File: config.mk
export PLATFORM = sky130hd
export DESIGN_NAME = zbt_framestore_arbiter_flat
export DESIGN_NICKNAME = d
export VERILOG_FILES = /design/src/rtl/zbt_framestore_arbiter_if.sv /design/src/rtl/zbt_framestore_arbiter.sv /design/src/flat_wrapper.sv
export SDC_FILE = /design/constraint.sdc
export NUM_CORES = 1
export LEC_CHECK = 0
export CORE_MARGIN = 3
export CORE_UTILIZATION = 25
export CTS_CLUSTER_SIZE = 14
export DETAILED_ROUTE_END_ITERATION = 8
export SLEW_MARGIN = 20
export SYNTH_ARGS = -nofsm -noshare
export SYNTH_HDL_FRONTEND = slang
export SYNTH_SLANG_ARGS = --single-unit
File: constraint.sdc
create_clock -name clock -period 2.5 [get_ports clock]
set_clock_uncertainty 0.05 [all_clocks]
set_input_delay 0.375 -clock clock [delete_from_list [all_inputs] [get_ports clock]]
set_output_delay 0.375 -clock clock [all_outputs]
set_load 0.05 [all_outputs]
File: src/rtl/zbt_framestore_arbiter_if.sv
// Requester, flush and ZBT pin bundle for one framestore bank arbiter.
// slave is the arbiter side; master is the decoder/SRAM side.
interface zbt_framestore_arbiter_if #(
  parameter int ADDR_W = 19,
  parameter int DATA_W = 32
);
  logic              disp_req;
  logic              wb_req;
  logic              fwd_req;
  logic              bwd_req;
  logic [ADDR_W-1:0] disp_addr;
  logic [ADDR_W-1:0] wb_addr;
  logic [ADDR_W-1:0] fwd_addr;
  logic [ADDR_W-1:0] bwd_addr;
  logic [DATA_W-1:0] wb_data;
  logic              disp_busy;
  logic              wb_busy;
  logic              fwd_busy;
  logic              bwd_busy;
  logic              disp_valid;
  logic              fwd_valid;
  logic              bwd_valid;
  logic [DATA_W-1:0] rdata;
  logic              flush;
  logic              flush_done;
  logic [ADDR_W-1:0] zbt_address;
  logic              zbt_we_n;
  logic [DATA_W-1:0] zbt_wdata;
  logic              zbt_data_oe;
  logic [DATA_W-1:0] zbt_rdata;

  modport slave (
    input  disp_req, wb_req, fwd_req, bwd_req,
           disp_addr, wb_addr, fwd_addr, bwd_addr, wb_data,
           flush, zbt_rdata,
    output disp_busy, wb_busy, fwd_busy, bwd_busy,
           disp_valid, fwd_valid, bwd_valid, rdata, flush_done,
           zbt_address, zbt_we_n, zbt_wdata, zbt_data_oe
  );

  modport master (
    output disp_req, wb_req, fwd_req, bwd_req,
           disp_addr, wb_addr, fwd_addr, bwd_addr, wb_data,
           flush, zbt_rdata,
    input  disp_busy, wb_busy, fwd_busy, bwd_busy,
           disp_valid, fwd_valid, bwd_valid, rdata, flush_done,
           zbt_address, zbt_we_n, zbt_wdata, zbt_data_oe
  );
endinterface

File: src/rtl/zbt_framestore_arbiter.sv
// Four-way ZBT framestore arbiter: one access per cycle, read data tagged back RD_LATENCY+2 after accept.
// Busy is combinational per requester; flush blocks all requesters until the pipeline has drained.
module zbt_framestore_arbiter #(
  parameter int ADDR_W     = 19,
  parameter int DATA_W     = 32,
  parameter int RD_LATENCY = 2
) (
  input  logic                       clock,
  input  logic                       resetn,
  zbt_framestore_arbiter_if.slave    bus
);

  typedef enum logic [1:0] {RUN, DRAIN, DONE} state_t;
  typedef enum logic [1:0] {TAG_DISP = 2'd0, TAG_FWD = 2'd1, TAG_BWD = 2'd2} tag_t;

  localparam int              CNT_W      = 3;
  localparam logic [CNT_W-1:0] DRAIN_LOAD = CNT_W'(RD_LATENCY + 1);

  state_t            state, state_nxt;
  logic [CNT_W-1:0]  cnt, cnt_nxt;
  logic              accept_en;
  logic              blocked;
  logic              mc_pick_bwd;

  logic              gnt_disp, gnt_wb, gnt_fwd, gnt_bwd, gnt_rd;
  logic [ADDR_W-1:0] gnt_addr;
  tag_t              gnt_tag;

  logic [RD_LATENCY:0]   tag_vld;
  tag_t                  tag_pipe [0:RD_LATENCY];
  logic [RD_LATENCY-1:0] wr_vld;
  logic [DATA_W-1:0]     wr_pipe  [0:RD_LATENCY-1];

  always_comb begin
    state_nxt = state;
    cnt_nxt   = cnt;
    accept_en = 1'b0;
    case (state)
      RUN: begin
        if (bus.flush) begin
          state_nxt = DRAIN;
          cnt_nxt   = DRAIN_LOAD;
        end else begin
          accept_en = resetn;
        end
      end
      DRAIN: begin
        if (cnt == '0) state_nxt = DONE;
        else           cnt_nxt   = cnt - CNT_W'(1);
      end
      DONE:    state_nxt = RUN;
      default: state_nxt = RUN;
    endcase
  end

  // Display beats write-back beats the MC pair; the MC pair alternates when both ask.
  always_comb begin
    gnt_disp = 1'b0;
    gnt_wb   = 1'b0;
    gnt_fwd  = 1'b0;
    gnt_bwd  = 1'b0;
    gnt_addr = bus.disp_addr;
    gnt_tag  = TAG_DISP;
    if (accept_en) begin
      if (bus.disp_req) begin
        gnt_disp = 1'b1;
      end else if (bus.wb_req) begin
        gnt_wb   = 1'b1;
        gnt_addr = bus.wb_addr;
      end else if (bus.fwd_req && (!bus.bwd_req || !mc_pick_bwd)) begin
        gnt_fwd  = 1'b1;
        gnt_addr = bus.fwd_addr;
        gnt_tag  = TAG_FWD;
      end else if (bus.bwd_req) begin
        gnt_bwd  = 1'b1;
        gnt_addr = bus.bwd_addr;
        gnt_tag  = TAG_BWD;
      end
    end
  end

  assign gnt_rd  = gnt_disp || gnt_fwd || gnt_bwd;
  assign blocked = !resetn || (state != RUN);

  assign bus.disp_busy  = blocked || (bus.disp_req && !gnt_disp);
  assign bus.wb_busy    = blocked || (bus.wb_req   && !gnt_wb);
  assign bus.fwd_busy   = blocked || (bus.fwd_req  && !gnt_fwd);
  assign bus.bwd_busy   = blocked || (bus.bwd_req  && !gnt_bwd);
  assign bus.flush_done = (state == DONE);

  always_ff @(posedge clock or negedge resetn) begin
    if (!resetn) begin
      state       <= RUN;
      cnt         <= '0;
      mc_pick_bwd <= 1'b0;
    end else begin
      state <= state_nxt;
      cnt   <= cnt_nxt;
      if (gnt_fwd || gnt_bwd) mc_pick_bwd <= gnt_fwd;
    end
  end

  // Late-write ZBT: write data trails its address by RD_LATENCY, same as read data,
  // so reads and writes can be mixed back to back without turnaround.
  always_ff @(posedge clock or negedge resetn) begin
    if (!resetn) begin
      bus.zbt_address <= '0;
      bus.zbt_we_n    <= 1'b1;
      bus.zbt_wdata   <= '0;
      bus.zbt_data_oe <= 1'b0;
      bus.rdata       <= '0;
      bus.disp_valid  <= 1'b0;
      bus.fwd_valid   <= 1'b0;
      bus.bwd_valid   <= 1'b0;
      tag_vld         <= '0;
      wr_vld          <= '0;
      for (int k = 0; k <= RD_LATENCY; k++) tag_pipe[k] <= TAG_DISP;
      for (int k = 0; k < RD_LATENCY; k++)  wr_pipe[k]  <= '0;
    end else begin
      if (gnt_rd || gnt_wb) bus.zbt_address <= gnt_addr;
      bus.zbt_we_n <= !gnt_wb;

      tag_vld[0]  <= gnt_rd;
      tag_pipe[0] <= gnt_tag;
      for (int k = 1; k <= RD_LATENCY; k++) begin
        tag_vld[k]  <= tag_vld[k-1];
        tag_pipe[k] <= tag_pipe[k-1];
      end

      wr_vld[0]  <= gnt_wb;
      wr_pipe[0] <= bus.wb_data;
      for (int k = 1; k < RD_LATENCY; k++) begin
        wr_vld[k]  <= wr_vld[k-1];
        wr_pipe[k] <= wr_pipe[k-1];
      end

      bus.zbt_data_oe <= wr_vld[RD_LATENCY-1];
      bus.zbt_wdata   <= wr_vld[RD_LATENCY-1] ? wr_pipe[RD_LATENCY-1] : '0;

      bus.disp_valid <= tag_vld[RD_LATENCY] && (tag_pipe[RD_LATENCY] == TAG_DISP);
      bus.fwd_valid  <= tag_vld[RD_LATENCY] && (tag_pipe[RD_LATENCY] == TAG_FWD);
      bus.bwd_valid  <= tag_vld[RD_LATENCY] && (tag_pipe[RD_LATENCY] == TAG_BWD);
      if (tag_vld[RD_LATENCY]) bus.rdata <= bus.zbt_rdata;
    end
  end

endmodule

File: src/flat_wrapper.sv
// flat-port wrapper written by rule: the top's interface ports become plain ports
module zbt_framestore_arbiter_flat 
#(
  parameter int ADDR_W     = 19,
  parameter int DATA_W     = 32,
  parameter int RD_LATENCY = 2
)
  (clock, resetn, bus_disp_req, bus_wb_req, bus_fwd_req, bus_bwd_req, bus_disp_addr, bus_wb_addr, bus_fwd_addr, bus_bwd_addr, bus_wb_data, bus_flush, bus_zbt_rdata, bus_disp_busy, bus_wb_busy, bus_fwd_busy, bus_bwd_busy, bus_disp_valid, bus_fwd_valid, bus_bwd_valid, bus_rdata, bus_flush_done, bus_zbt_address, bus_zbt_we_n, bus_zbt_wdata, bus_zbt_data_oe);
  zbt_framestore_arbiter_if #(.ADDR_W(ADDR_W), .DATA_W(DATA_W)) bus_i ();
  input  logic clock;
  input  logic resetn;
  input wire logic [$bits(bus_i.disp_req)-1:0] bus_disp_req;
  input wire logic [$bits(bus_i.wb_req)-1:0] bus_wb_req;
  input wire logic [$bits(bus_i.fwd_req)-1:0] bus_fwd_req;
  input wire logic [$bits(bus_i.bwd_req)-1:0] bus_bwd_req;
  input wire logic [$bits(bus_i.disp_addr)-1:0] bus_disp_addr;
  input wire logic [$bits(bus_i.wb_addr)-1:0] bus_wb_addr;
  input wire logic [$bits(bus_i.fwd_addr)-1:0] bus_fwd_addr;
  input wire logic [$bits(bus_i.bwd_addr)-1:0] bus_bwd_addr;
  input wire logic [$bits(bus_i.wb_data)-1:0] bus_wb_data;
  input wire logic [$bits(bus_i.flush)-1:0] bus_flush;
  input wire logic [$bits(bus_i.zbt_rdata)-1:0] bus_zbt_rdata;
  output wire logic [$bits(bus_i.disp_busy)-1:0] bus_disp_busy;
  output wire logic [$bits(bus_i.wb_busy)-1:0] bus_wb_busy;
  output wire logic [$bits(bus_i.fwd_busy)-1:0] bus_fwd_busy;
  output wire logic [$bits(bus_i.bwd_busy)-1:0] bus_bwd_busy;
  output wire logic [$bits(bus_i.disp_valid)-1:0] bus_disp_valid;
  output wire logic [$bits(bus_i.fwd_valid)-1:0] bus_fwd_valid;
  output wire logic [$bits(bus_i.bwd_valid)-1:0] bus_bwd_valid;
  output wire logic [$bits(bus_i.rdata)-1:0] bus_rdata;
  output wire logic [$bits(bus_i.flush_done)-1:0] bus_flush_done;
  output wire logic [$bits(bus_i.zbt_address)-1:0] bus_zbt_address;
  output wire logic [$bits(bus_i.zbt_we_n)-1:0] bus_zbt_we_n;
  output wire logic [$bits(bus_i.zbt_wdata)-1:0] bus_zbt_wdata;
  output wire logic [$bits(bus_i.zbt_data_oe)-1:0] bus_zbt_data_oe;
  assign bus_i.disp_req = bus_disp_req;
  assign bus_i.wb_req = bus_wb_req;
  assign bus_i.fwd_req = bus_fwd_req;
  assign bus_i.bwd_req = bus_bwd_req;
  assign bus_i.disp_addr = bus_disp_addr;
  assign bus_i.wb_addr = bus_wb_addr;
  assign bus_i.fwd_addr = bus_fwd_addr;
  assign bus_i.bwd_addr = bus_bwd_addr;
  assign bus_i.wb_data = bus_wb_data;
  assign bus_i.flush = bus_flush;
  assign bus_i.zbt_rdata = bus_zbt_rdata;
  assign bus_disp_busy = bus_i.disp_busy;
  assign bus_wb_busy = bus_i.wb_busy;
  assign bus_fwd_busy = bus_i.fwd_busy;
  assign bus_bwd_busy = bus_i.bwd_busy;
  assign bus_disp_valid = bus_i.disp_valid;
  assign bus_fwd_valid = bus_i.fwd_valid;
  assign bus_bwd_valid = bus_i.bwd_valid;
  assign bus_rdata = bus_i.rdata;
  assign bus_flush_done = bus_i.flush_done;
  assign bus_zbt_address = bus_i.zbt_address;
  assign bus_zbt_we_n = bus_i.zbt_we_n;
  assign bus_zbt_wdata = bus_i.zbt_wdata;
  assign bus_zbt_data_oe = bus_i.zbt_data_oe;
  zbt_framestore_arbiter #(.ADDR_W(ADDR_W), .DATA_W(DATA_W), .RD_LATENCY(RD_LATENCY)) u_core (.clock(clock), .resetn(resetn), .bus(bus_i));
endmodule
==> results.md, run 1 <==
- Net switching component of the power: 3.718 mW
- Number of iterations in the first detailed-routing pass: 6
- Net total in the final layout: 799
- Depth of the worst register-to-register path: 4
- Clock tree from TritonCTS: done
- Overall fraction of global-route tracks in use: 12.37%
- Int Pwr: 6.193 mW
- Worst Path Class, Setup: input pin to primary output
- Min-Delay Path Class: input pin to asynchronous set/reset pin
- Final Hold Viols: 0
- Crit path launch type: input pin
- Setup repair after global routing missed its margin: false
- Final setup violation count: 0
- HPWL after detailed placement: 11190 um
- Antenna violations before repair: 0
- Worst reg2reg startpoint: u_core.mc_pick_bwd$_DFFE_PN0P_
- Number of H-tree levels: 4
- Inserted Clock Buffers: 17
- Post-route ant nets: 0
- Outcome: finished, final reports clean
- Endpoint of the most critical setup path: bus_bwd_busy
- Die height: 159.8 um
- Vias after detailed routing: 4145
- Top fanout value on the critical path: 4
- Clock insertion delay at the later pin of the skew report: 420 ps
- Number of design-rule violations left by the first detailed-router iteration: 183
- First-pass GRT wire length: 25120 um
- Post-route worst hold slack: 134.1 ps
- Synth Register Bits: 169
- Power density over the cells: 1059 nW/um2
- Area enclosed by the die boundary: 25520 um2
- Total number of clock tree sinks: 169
- R2R Path End: u_core.bus.zbt_address[13]$_DFFE_PN0P_
- Minimum setup slack among reg-to-reg paths: 490 ps
- Mean area per synthesized cell: 14.81 um2
- Chip width: 159.8 um
- Post-synth top flop: sky130_fd_sc_hd__dfrtp_1
- Max-cap violations: 0
- Relative slew slack: 39.08%
- Pin count of the biggest net entering global routing: 168
- Post-synth net total: 548
- Fraction of power spent switching nets: 37.51%
- Number of max-slew violations in the final report: 0
- Final cycle utilization of the critical path: 96.67%
- Final TNS setup: 0 ps
- Arrival time at the worst endpoint: 1990 ps
- Portion of total power attributed to sequential cells: 35.6%
- Number of buffers added on ports: 239
- Tmin final: 2417 ps
- Number of warning messages in the yosys log: 0
- Routed wire length: 15600 um
- Worst endpoint required time: 2080 ps
- Final RePlAce weighted congestion: 0.8846
- Area delta synth->final: 58.36%
- Cell count after synthesis: 399
- Maximum operating frequency: 0.4138 GHz
- Highest-count cells in the layout ignoring fill and taps: 234 x sky130_fd_sc_hd__clkdlybuf4s50_1, 167 x sky130_fd_sc_hd__dfrtp_1, 33 x sky130_fd_sc_hd__and2_1, 33 x sky130_fd_sc_hd__mux2_2, 22 x sky130_fd_sc_hd__nor2b_1
- Most frequent standard cell in the layout excluding fill and tap cells: sky130_fd_sc_hd__clkdlybuf4s50_1
- Critical Path Sink Type: primary output
- Worst-margin pin slew: 913.3 ps
- # diodes: 0
- Maximum clock insertion buffer count: 2
- CP Launch Point: bus_flush
- Async set-reset flop share out of synthesis: 100.0%
- Maximum vdd ir drop: 0.0006521 V
- Vias in the first global route: 4462
- Combinational fraction of design power: 36.6%
- Proportion of layout cells with a drive suffix above 1: 14.33%
- DR vias/cell: 4.247
- Clock input transition at the sequential cells of the worst setup and hold paths: 70 ps
- Clk pwr share: 27.8%
- Total power after layout: 9.912 mW
- Sequential cell area fraction in the yosys report: 71.57%
- Number of distinct standard cells referenced by the synthesized netlist: 37
- CTS Root Buffer Type: sky130_fd_sc_hd__clkbuf_16
- DRC: 0
- Post-synth EDFFs: 0
- Count of pins on the block boundary: 240
- Detail-routed net length per standard cell: 15.98 um
- Filler cell count in the final layout: 2104
- # rows: 55
- Initial Util: 25.79%
- Area of the core: 22920 um2
- Total congestion overflow after global routing: 0
- Mapped Area: 5911 um2
- Lkg Pwr: 4.002 nW
==> worst min path at each step <==
stage | start | to | cells past startpoint
global route | resetn | u_core.wr_pipe[12]$_DFF_PN0_ | 2
global placement | resetn | u_core.wr_vld[0]$_DFF_PN0_ | 1
CTS | resetn | u_core.bus.zbt_address[9]$_DFFE_PN0P_ | 2
floorplan | resetn | u_core.bus.bwd_valid$_DFF_PN0_ | 0
finish | resetn | u_core.bus.zbt_wdata[22]$_DFF_PN0_ | 2
detailed placement | resetn | u_core.wr_vld[0]$_DFF_PN0_ | 1
==> stage by stage <==
stage	area (um2)	utilization, %	setup slack, ps	cells
final	9360	40.85	83.28	976
after global routing	9360	40.85	19.21	976
after CTS	9346	40.79	14.03	976
after detailed placement	8682	37.89	6.161	941
after global placement	8682	37.89	96.69	941
after floorplan	5911	-	97.60	399
==> cell usage after synthesis (2+ instances only) <==
master | instances | area [um2]
sky130_fd_sc_hd__buf_4 | 2 | 15.01
sky130_fd_sc_hd__clkbuf_1 | 12 | 45.04
sky130_fd_sc_hd__and3b_1 | 2 | 17.52
sky130_fd_sc_hd__nand2_1 | 7 | 26.28
sky130_fd_sc_hd__a21o_1 | 2 | 15.01
sky130_fd_sc_hd__and2_1 | 33 | 206.5
sky130_fd_sc_hd__a2111oi_0 | 4 | 35.03
sky130_fd_sc_hd__mux2_2 | 33 | 371.6
sky130_fd_sc_hd__or3_1 | 2 | 12.51
sky130_fd_sc_hd__a22oi_1 | 21 | 157.7
sky130_fd_sc_hd__nor2b_1 | 22 | 137.6
sky130_fd_sc_hd__nand2b_1 | 2 | 12.51
sky130_fd_sc_hd__buf_1 | 3 | 11.26
sky130_fd_sc_hd__nor3b_1 | 3 | 22.52
sky130_fd_sc_hd__and3_1 | 4 | 25.02
sky130_fd_sc_hd__buf_2 | 4 | 20.02
sky130_fd_sc_hd__dfrtp_1 | 168 | 4204
sky130_fd_sc_hd__mux2i_1 | 4 | 40.04
sky130_fd_sc_hd__inv_1 | 5 | 18.77
sky130_fd_sc_hd__a221oi_1 | 15 | 131.4
sky130_fd_sc_hd__a21oi_1 | 2 | 10.01
sky130_fd_sc_hd__buf_6 | 2 | 22.52
sky130_fd_sc_hd__nor2_1 | 13 | 48.80
sky130_fd_sc_hd__o31ai_1 | 19 | 142.6
sky130_fd_sc_hd__ha_1 | 2 | 25.02
sky130_fd_sc_hd__o21ai_0 | 2 | 10.01
==> worst max-delay path, stage by stage <==
cell and delay (ps):
sky130_fd_sc_hd__clkdlybuf4s50_1 510, sky130_fd_sc_hd__nor4b_4 270, sky130_fd_sc_hd__nand2b_1 130, sky130_fd_sc_hd__or3_4 360, sky130_fd_sc_hd__a21o_1 190, sky130_fd_sc_hd__buf_6 150
==> flip-flops by register name, summed over array words and instances, names as in the netlist, 2 cells and up <==
| signal | flops |
|---|---|
| u_core.bus.rdata | 32 |
| u_core.bus.zbt_address | 19 |
| u_core.bus.zbt_wdata | 32 |
| u_core.cnt | 3 |
| u_core.state | 2 |
| u_core.tag_pipe | 6 |
| u_core.tag_vld | 3 |
| u_core.wr_pipe | 64 |
| u_core.wr_vld | 2 |
==> power groups by stage <==
stage | logic, mW | registers [mW] | clock network [mW]
2_1_floorplan | 0.808 | 4.99 | 0
3_3_place_gp | 3.58 | 3.56 | 0
3_5_place_dp | 3.63 | 3.59 | 0
4_1_cts | 3.66 | 3.54 | 2.87
5_1_grt | 3.80 | 3.59 | 3.00
6_report | 3.63 | 3.53 | 2.75
==> what timing repair did <==
| item | in CTS | in global routing |
|---|---|---|
| endpoints found under the hold margin | 2 | 0 |
| pin swaps | 1 | 3 |
| gates resized for setup | 2 | 3 |
| endpoints found under the setup margin | 1 | 2 |
| hold buffers | 1 | 0 |
| setup buffers | 2 | 0 |
==> cells by family after synthesis <==
| logic type | count (synthesis) | share of synthesized area [%] |
|---|---|---|
| AND/OR/NAND/NOR | 95 | 9.886 |
| buffers and inverters | 28 | 2.244 |
| AO/OA/AOI/OAI | 68 | 8.912 |
| adder cells (fa/ha/maj) | 2 | 0.4233 |
| flip-flops | 169 | 71.57 |
| multiplexers | 37 | 6.965 |
==> cell type report <==
type	count	area [um2]	area share, %
multi-input combinational	202	1567	16.74
clock inverter	15	203.9	2.179
sequential	169	4232	45.21
tap	313	391.6	4.184
inverter	5	18.77	0.2005
clock buffer	17	425.4	4.545
timing repair buffer	255	2522	26.95
==> per-layer routing <==
metal | track usage (%) | vias to the layer above | part of all wire [%]
li1 | - | 1903 | -
met1 | 16.13 | 2059 | 44
met2 | 19.80 | 166 | 49
met3 | 3.346 | 17 | 5.5
met4 | 4.536 | 0 | 1.7
met5 | 0 | - | 0
Note: power is estimated with default switching activity, not from simulation.
==> inputs of run 2 (changes only) <==
CAP_MARGIN = 10   (was not set)
CORE_UTILIZATION = 43   (was 25)
PLACE_DENSITY = 0.8   (was not set)
==> results.md, run 2 (synthesized netlist as in run 1, its figures left out) <==
- Number of design-rule violations left by the first detailed-router iteration: 269 (was 183)
- Total number of clock tree sinks: 169 (unchanged)
- Total power after layout: 9.630 mW (was 9.912 mW)
- Highest-count cells in the layout ignoring fill and taps: 233 x sky130_fd_sc_hd__clkdlybuf4s50_1, 166 x sky130_fd_sc_hd__dfrtp_1, 33 x sky130_fd_sc_hd__and2_1, 33 x sky130_fd_sc_hd__mux2_2, 22 x sky130_fd_sc_hd__nor2b_1 (was 234 x sky130_fd_sc_hd__clkdlybuf4s50_1, 167 x sky130_fd_sc_hd__dfrtp_1, 33 x sky130_fd_sc_hd__and2_1, 33 x sky130_fd_sc_hd__mux2_2, 22 x sky130_fd_sc_hd__nor2b_1)
- Registers with the most flip-flops: u_core.wr_pipe: 64 flops, u_core.bus.rdata: 32 flops, u_core.bus.zbt_wdata: 32 flops (unchanged)
- Final setup violation count: 0 (unchanged)
- CTS Root Buffer Type: sky130_fd_sc_hd__clkbuf_16 (unchanged)
- Worst-margin pin slew: 828.1 ps (was 913.3 ps)
- Post-route worst hold slack: 112.0 ps (was 134.1 ps)
- Most frequent standard cell in the layout excluding fill and tap cells: sky130_fd_sc_hd__clkdlybuf4s50_1 (unchanged)
- Lkg Pwr: 3.992 nW (was 4.002 nW)
- Detail-routed net length per standard cell: 17.45 um (was 15.98 um)
- Register with the most flip-flops: u_core.wr_pipe (unchanged)
- Outcome: finished, final reports clean (unchanged)
- Placed cell areas: 8531 um2 (was 8682 um2)
- Maximum operating frequency: 0.4125 GHz (was 0.4138 GHz)
- Post-route ant nets: 0 (unchanged)
- First-pass GRT wire length: 22150 um (was 25120 um)
- Final Hold Viols: 0 (unchanged)
- Vias in the first global route: 4403 (was 4462)
- Worst-path cell with the longest stage delay: sky130_fd_sc_hd__dfrtp_2 (was sky130_fd_sc_hd__clkdlybuf4s50_1)
- Antenna violations before repair: 0 (unchanged)
- Top fanout value on the critical path: 2 (was 4)
- Area delta synth->final: 54.68% (was 58.36%)
- Final cell area excluding filler cells: 9143 um2 (was 9360 um2)
- Number of buffers added on ports: 239 (unchanged)
- Maximum vdd ir drop: 0.0005271 V (was 0.0006521 V)
- Initial Util: 44.28% (was 25.79%)
- Total placed cells including tap cells: 805 (was 941)
- Post-route insts no fill: 841 (was 976)
- Relative slew slack: 44.80% (was 39.08%)
- Number of H-tree levels: 4 (unchanged)
- Min-Delay Path Class: input pin to asynchronous set/reset pin (unchanged)
- # diodes: 0 (unchanged)
- Highest cell delay on the worst timing path: 430 ps (was 510 ps)
- Maximum clock insertion buffer count: 2 (unchanged)
- Die height: 123.2 um (was 159.8 um)
- DRC: 0 (unchanged)
- Vias after detailed routing: 4180 (was 4145)
- Routed wire length: 14670 um (was 15600 um)
- Pin count of the biggest net entering global routing: 165 (was 168)
- Ordered list of cells on the worst path: nor4b_4 -> nand2b_1 -> or3_4 -> a21o_1 -> buf_4 (was clkdlybuf4s50_1 -> nor4b_4 -> nand2b_1 -> or3_4 -> a21o_1 -> buf_6)
- Critical Path Sink Type: primary output (unchanged)
- Largest register FFs: 64 (unchanged)
- Crit path launch type: flip-flop (was input pin)
- # rows: 42 (was 55)
- DR vias/cell: 4.970 (was 4.247)
- Number of iterations in the first detailed-routing pass: 4 (was 6)
- Proportion of layout cells with a drive suffix above 1: 14.29% (was 14.33%)
- Total congestion overflow after global routing: 0 (unchanged)
- Max-cap violations: 0 (unchanged)
- Chip width: 123.2 um (was 159.8 um)
- Final RePlAce weighted congestion: 0.8841 (was 0.8846)
- Inserted Clock Buffers: 17 (unchanged)
- Area of the core: 13350 um2 (was 22920 um2)
- HPWL after detailed placement: 10790 um (was 11190 um)
- Arrival time at the worst endpoint: 2000 ps (was 1990 ps)
- Clock insertion delay at the later pin of the skew report: 420 ps (about the same)
- Clock input transition at the sequential cells of the worst setup and hold paths: 70 ps (about the same)
- Worst endpoint required time: 2080 ps (about the same)
- Worst Path Class, Setup: flip-flop to primary output (was input pin to primary output)
- Count of pins on the block boundary: 240 (unchanged)
- Filler cell count in the final layout: 936 (was 2104)
- Tmin final: 2424 ps (was 2417 ps)
- Number of max-slew violations in the final report: 0 (unchanged)
- Clock tree from TritonCTS: done (unchanged)
- Overall fraction of global-route tracks in use: 19.48% (was 12.37%)
- Area enclosed by the die boundary: 15190 um2 (was 25520 um2)
- Power density over the cells: 1053 nW/um2 (was 1059 nW/um2)
- Final cycle utilization of the critical path: 96.97% (was 96.67%)
- Net total in the final layout: 801 (was 799)
run 2: cell count changes in the layout (fill, tap and decap cells not counted), sizes merged:
cell / change
dlymetal6s2s: +1
buf: +2
inv: -3
clkbuf: +3
clkinv: +2
bufinv: -2
clkdlybuf4s50: -1
run 2: critical path: cells and delay by family (launching register included):
family,cells,cell delay [ps]
and+or+nand+nor,3,780
DFF,1,430
AOI/OAI and AO/OA,1,190
buffers and inverters,1,180
run 2: worst paths after layout:
kind	startpoint	endpoint	slack, ps	cells past startpoint
min reg2reg	u_core.wr_pipe[54]$_DFF_PN0_	u_core.wr_pipe[22]$_DFF_PN0_	290	0
min	resetn	u_core.bus.zbt_address[1]$_DFFE_PN0P_	110	2
max in group asynchronous	resetn	u_core.state[1]$_DFFE_PN0P_	1720	2
max	u_core.state[1]$_DFFE_PN0P_	bus_bwd_busy	80	5
max reg2reg	u_core.state[0]$_DFFE_PN0P_	u_core.bus.zbt_address[6]$_DFFE_PN0P_	540	5
min in group clock	u_core.wr_pipe[54]$_DFF_PN0_	u_core.wr_pipe[22]$_DFF_PN0_	290	0
run 2: power breakdown:
group          total (mW)  leakage (nW)  switching [mW]  internal [mW]
logic                3.66          1.62            2.24           1.42
clock network        2.44         0.270            1.11           1.33
registers            3.53          2.11           0.275           3.25
run 2: final cells by class:
cell class | count | area [um2] | share of cell area, %
inverters | 5 | 18.77 | 0.2053
clock inverters | 12 | 113.9 | 1.245
flip-flops and latches | 169 | 4233 | 46.30
clock buffers | 20 | 446.7 | 4.886
repair buffers | 257 | 2549 | 27.88
multi-input cells | 202 | 1562 | 17.08
well taps | 176 | 220.2 | 2.409
run 2: repair_timing:
action / in CTS / in global routing
hold buffers: 1 / 0
buffers inserted: 2 / 1
hold endpoints to repair: 5 / 0
pin swaps: 1 / 1
gates resized for setup: 3 / 2
setup endpoints to repair: 1 / 1
run 2: metrics by stage:
| step | TNS (ps) | worst slack (ps) | util, % |
|---|---|---|---|
| after detailed placement | 0 | 13.29 | 63.91 |
| after floorplan | 0 | 97.60 | - |
| final | 0 | 75.76 | 68.49 |
| after global placement | 0 | 121.2 | 63.91 |
| after CTS | 0 | 22.98 | 68.38 |
| after global routing | -3.824 | -3.824 | 68.49 |
run 2: routing by layer:
layer	global-route usage [%]	wire length (um)
met1	20.82	5201
met4	8.166	378
met3	8.280	1754
met5	0	0
met2	33.78	7338
